==> config.mk <==
export PLATFORM = sky130hd
export DESIGN_NAME = ifetch_queue
export DESIGN_NICKNAME = d
export VERILOG_FILES = /design/src/rtl/riscv_pkg.sv /design/src/rtl/ifq_fifo.sv /design/src/rtl/ifetch_queue.sv
export SDC_FILE = /design/constraint.sdc
export NUM_CORES = 1
export LEC_CHECK = 0
export ABC_AREA = 1
export CAP_MARGIN = 0
export CORE_MARGIN = 5
export CORE_UTILIZATION = 40
export CTS_CLUSTER_DIAMETER = 60
export DETAILED_ROUTE_END_ITERATION = 8
export SLEW_MARGIN = 0
export SYNTH_ARGS = -nofsm -noshare
export SYNTH_HDL_FRONTEND = slang
export SYNTH_SLANG_ARGS = --single-unit
==> constraint.sdc <==
create_clock -name clk -period 5.09 [get_ports clk]
set_input_delay 1.527 -clock clk [delete_from_list [all_inputs] [get_ports clk]]
set_output_delay 1.527 -clock clk [all_outputs]
set_load 0.02 [all_outputs]
==> src/rtl/riscv_pkg.sv <==
// Shared constants for the instruction-fetch front end.
package riscv_pkg;

    localparam int unsigned XLEN_DEFAULT     = 32;
    localparam logic [31:0] RESET_PC_DEFAULT = 32'h0000_0000;
    localparam logic [31:0] INST_NOP         = 32'h0000_0013;
    localparam int unsigned INST_BYTES       = 4;

endpackage

==> src/rtl/ifq_fifo.sv <==
// Circular FIFO holding fetched {address, instruction} entries.
// DEPTH must be a power of two so the pointers wrap by natural overflow.
module ifq_fifo #(
    parameter int unsigned WIDTH = 64,
    parameter int unsigned DEPTH = 4
) (
    input  logic                   clk,
    input  logic                   rst,
    input  logic                   i_flush,
    input  logic                   i_push,
    input  logic [WIDTH-1:0]       i_data,
    input  logic                   i_pop,
    output logic [WIDTH-1:0]       o_head,
    output logic [$clog2(DEPTH):0] o_count
);

    localparam int unsigned AW = $clog2(DEPTH);
    localparam int unsigned CW = AW + 1;

    logic [WIDTH-1:0] r_mem [DEPTH];
    logic [AW-1:0]    r_wr_ptr;
    logic [AW-1:0]    r_rd_ptr;
    logic [CW-1:0]    r_count;

    // Pointer and occupancy tracking; flush wins over push/pop.
    always_ff @(posedge clk or posedge rst) begin
        if (rst) begin
            r_wr_ptr <= '0;
            r_rd_ptr <= '0;
            r_count  <= '0;
        end else if (i_flush) begin
            r_wr_ptr <= '0;
            r_rd_ptr <= '0;
            r_count  <= '0;
        end else begin
            if (i_push) begin
                r_wr_ptr <= r_wr_ptr + AW'(1);
            end
            if (i_pop) begin
                r_rd_ptr <= r_rd_ptr + AW'(1);
            end
            unique case ({i_push, i_pop})
                2'b10:   r_count <= r_count + CW'(1);
                2'b01:   r_count <= r_count - CW'(1);
                default: r_count <= r_count;
            endcase
        end
    end

    always_ff @(posedge clk) begin
        if (i_push && !i_flush) begin
            r_mem[r_wr_ptr] <= i_data;
        end
    end

    assign o_head  = r_mem[r_rd_ptr];
    assign o_count = r_count;

endmodule

==> src/rtl/ifetch_queue.sv <==
// Instruction fetch queue: pc, credit-based ROM requests, jump flush, head to decode.
// Optional macro IFQ_BYPASS_EN presents a live response directly when the queue is empty.
module ifetch_queue
    import riscv_pkg::*;
#(
    parameter int unsigned     XLEN     = XLEN_DEFAULT,
    parameter int unsigned     DEPTH    = 4,
    parameter logic [XLEN-1:0] RESET_PC = XLEN'(RESET_PC_DEFAULT)
) (
    input  logic                   clk,
    input  logic                   rst,
    input  logic                   jump_en_i,
    input  logic [XLEN-1:0]        jump_addr_i,
    output logic                   rom_req_o,
    output logic [XLEN-1:0]        rom_addr_o,
    input  logic [31:0]            rom_inst_i,
    output logic                   inst_valid_o,
    input  logic                   inst_ready_i,
    output logic [31:0]            inst_o,
    output logic [XLEN-1:0]        inst_addr_o,
    output logic [$clog2(DEPTH):0] count_o
);

    localparam int unsigned CW = $clog2(DEPTH) + 1;
    localparam int unsigned OW = CW + 1;
    localparam int unsigned EW = XLEN + 32;
    localparam logic [XLEN-1:0] ALIGN_MASK = ~XLEN'(INST_BYTES - 1);

    logic [XLEN-1:0] r_pc;
    logic            r_inflight;
    logic [XLEN-1:0] r_inflight_addr;

    logic [CW-1:0]   w_count;
    logic [OW-1:0]   w_occupancy;
    logic            w_issue;
    logic            w_resp_live;
    logic            w_bypass;
    logic            w_bypass_take;
    logic            w_push;
    logic            w_pop;
    logic [EW-1:0]   w_push_data;
    logic [EW-1:0]   w_head;

    // Outstanding request counts against capacity so a push never finds the queue full.
    assign w_occupancy = OW'(w_count) + OW'(r_inflight);
    assign w_issue     = !rst && !jump_en_i && (w_occupancy < OW'(DEPTH));
    assign w_resp_live = r_inflight && !jump_en_i;

`ifdef IFQ_BYPASS_EN
    assign w_bypass      = w_resp_live && (w_count == '0);
    assign w_bypass_take = w_bypass && inst_ready_i;
`else
    assign w_bypass      = 1'b0;
    assign w_bypass_take = 1'b0;
`endif

    assign w_push      = w_resp_live && !w_bypass_take;
    assign w_pop       = (w_count != '0) && inst_ready_i && !jump_en_i;
    assign w_push_data = {r_inflight_addr, rom_inst_i};

    assign rom_req_o  = w_issue;
    assign rom_addr_o = r_pc;
    assign count_o    = w_count;

    // pc and the single in-flight tag; a jump reloads pc and kills the outstanding request.
    always_ff @(posedge clk or posedge rst) begin
        if (rst) begin
            r_pc            <= RESET_PC;
            r_inflight      <= 1'b0;
            r_inflight_addr <= '0;
        end else if (jump_en_i) begin
            r_pc       <= jump_addr_i & ALIGN_MASK;
            r_inflight <= 1'b0;
        end else begin
            r_inflight <= w_issue;
            if (w_issue) begin
                r_pc            <= r_pc + XLEN'(INST_BYTES);
                r_inflight_addr <= r_pc;
            end
        end
    end

    ifq_fifo #(
        .WIDTH (EW),
        .DEPTH (DEPTH)
    ) u_fifo (
        .clk     (clk),
        .rst     (rst),
        .i_flush (jump_en_i),
        .i_push  (w_push),
        .i_data  (w_push_data),
        .i_pop   (w_pop),
        .o_head  (w_head),
        .o_count (w_count)
    );

    // Head presentation; an empty queue shows a NOP at address zero.
    always_comb begin
        inst_valid_o = 1'b0;
        inst_o       = INST_NOP;
        inst_addr_o  = '0;
        if (w_count != '0) begin
            inst_valid_o = 1'b1;
            inst_o       = w_head[31:0];
            inst_addr_o  = w_head[EW-1:32];
        end else if (w_bypass) begin
            inst_valid_o = 1'b1;
            inst_o       = rom_inst_i;
            inst_addr_o  = r_inflight_addr;
        end
    end

endmodule

==> impl_metrics.toml <==
[global_route]
met1_usage = 0.225
grt_first_pass_wirelength_mm = 49.4
use_met2 = 0.281
gr-total-overflow = 0
grt_pass1_vias = 9211
grt_max_degree = 126
top_usage_layer = "met2"
antenna_found_initial = 0
gr-usage-met3 = 0.0342
track_usage = 0.168

[timing]
setup_tns_ps = 0
setup_viol = 0
max_slew.worst_pin.slew_ps = 1050
finClkSkew_ps = 11.7
rsz0062_at_grt = "false"
fin_crit_ps = 4380
hold_viol = 0
drv_slew = 0
slew_headroom = 0.299
fmaxAchievable_mhz = 228
min_period_over_period = 0.860

[routing]
routedWlPerCell_um = 16.8
firstDrtPassIters = 5
ant_nets = 0
wirelength_mm = 31.4
dr_total_vias = 9167
drtIter0Drc = 505
via_per_inst = 4.91
drc_errors = 0

[yosys]
synth_edf_count = 248
synth_top_cell_area_share = 0.558
synth_ff_type = "edfxtp_1"
synth_top_area_cell = "edfxtp_1"
synth-seq-area-share = 0.686
synthTopCellsByArea = "edfxtp_1 56%, dfrtp_1 13%, nor2_1 8.8%, o21ai_0 5.9%, nand2_1 4.1%"
syn_inst = 1242
synth_most_common_cell = "nor2_1"
synthArstFlopShare = 0.215
yosysWarningCount = 0
netlist_area_um2 = 13300
syn_avg_cell_area_um2 = 10.7
ys_top_cells_by_count = "314 x nor2_1, 248 x edfxtp_1, 157 x o21ai_0, 147 x nand2_1, 68 x dfrtp_1"
ys_types = 35
synth_seq_cells = 316

[cts]
hold_buffers = 0
clock_latency_ps = 510
cts-root-buf = "clkbuf_16"
cts_buffers = 36
cts-htree-levels = 2
cts_tree = "built"
clk_path_buf_depth = 3
clkSlewWorstSetupHoldPaths_ps = 50
cts_sinks = 316
postCtsSetupBuffers = 0
postCtsResizedCells = 0

[floorplan]
num_rows = 66
core-area_um2 = 32700
start_util = 0.408
die-height_um = 193
io_pins = 169
die_w_um = 193
die_area_um2 = 37100

[outcome]
outcome = "finished clean"

[worst_hold_path]
hold_depth = 0
hp-class = "flip-flop to flip-flop"
whs_endpoint = "u_fifo.r_mem[3][52]$_DFFE_PP_"
min-delay-start = "r_inflight_addr[20]$_DFFE_PP0P_"

[setup_path]
start_kind = "input port"
regToRegSetupSlack_ps = 2700
ff2ff_path_depth = 6
crit_type = "input port to output pin"
cp.arrival_ps = 2850
cp.required_ps = 3560
r2r-start = "u_fifo.o_count[0]$_DFFE_PP0P_"
worst_setup_path_end_kind = "output pin"
cp_max_fo = 2
reg2reg_to = "rom_addr_o[10]$_DFFE_PP0P_"

[placement]
hpwl_mm = 18.7
place_area_um2 = 15400
portBuffers = 162
gp_congestion = 0.792

[power_and_ir_drop]
p_per_area_nw_per_um2 = 389
leakage_nw = 6.06
ir_worst_vdd_mv = 0.213

[layout]
fin_util = 0.506
area_growth_pct = 24.2
finalInstanceArea_um2 = 16600
antenna_cells = 0
drive_gt1_frac = 0.0653
nets = 1471

[flow_run]
drv_cap = 0
layout make-up:
type / count / area [um^2]
clock buffer: 49 / 1000
fill: 2953 / 16100
multi-input combinational: 795 / 3610
tap: 442 / 553
timing repair buffer: 179 / 1850
inverter: 69 / 260
sequential: 316 / 9150
clock inverter: 16 / 129
critical path, stage by stage:
cell and delay, ps:
clkdlybuf4s50_1 460, nor2_4 140, nand3_4 70, inv_1 50, clkdlybuf4s50_1 590
cells by family (layout without fill, tap and decap cells):
family	count (synthesis)	count (layout)	synth area share
fa+ha+maj	6	6	0.00619
compound gates	236	236	0.0908
buf+inv	134	313	0.0462
xor+xnor	7	7	0.00460
flops	316	316	0.686
simple gates	542	542	0.166
other cells	1	4	0.000281
routing by layer:
layer  wire length, um  part of all wire  up-vias
li1                  -                 -     4545
met1             14000              0.45     4350
met2             15000              0.48      233
met3              1750             0.056       39
met4               685             0.022        0
met5                 0                 0        -
cell usage in the layout (no fill, tap or decap), drive strengths merged, types with 49 or more instances in the layout:
cell type and instances:
edfxtp 248, inv 70, clkbuf 49, nand3 61, a21oi 63, nand2 148, nor2 320, o21ai 165
clkdlybuf4s50 161, dfrtp 68
worst max path at each step:
stage | start | to | cells past startpoint
4_1_cts | u_fifo.o_count[0]$_DFFE_PP0P_ | inst_addr_o[13] | 6
5_1_grt | u_fifo.r_rd_ptr[0]$_DFFE_PP0P_ | inst_o[0] | 5
2_1_floorplan | jump_en_i | u_fifo.r_mem[0][0]$_DFFE_PP_ | 4
6_report | jump_en_i | rom_req_o | 5
3_5_place_dp | jump_en_i | rom_req_o | 5
3_3_place_gp | jump_en_i | rom_req_o | 5
through the flow:
stage          hold slack [ps]  cells  total power, mW  worst slack (ps)
2_1_floorplan              476   1245             3.62              45.6
3_3_place_gp               499   1801             4.06               705
3_5_place_dp               506   1801             4.08               696
4_1_cts                    521   1866             6.53               676
5_1_grt                    540   1866             6.74               548
6_report                   520   1866             6.45               711
power breakdown:
group	leakage, nW	internal, mW	total, mW	switching (mW)
Sequential	3.07	2.95	3.07	0.130
Clock	0.538	1.44	2.43	0.993
Combinational	2.45	0.368	0.937	0.570
registers in the layout, indices dropped and copies added, names as in the netlist:
name,count
u_fifo.r_mem,248
r_inflight_addr,30
rom_addr_o,30
u_fifo.o_count,3
u_fifo.r_rd_ptr,2
u_fifo.r_wr_ptr,2
r_inflight,1
No activity file was read; power rests on OpenSTA's default activity.
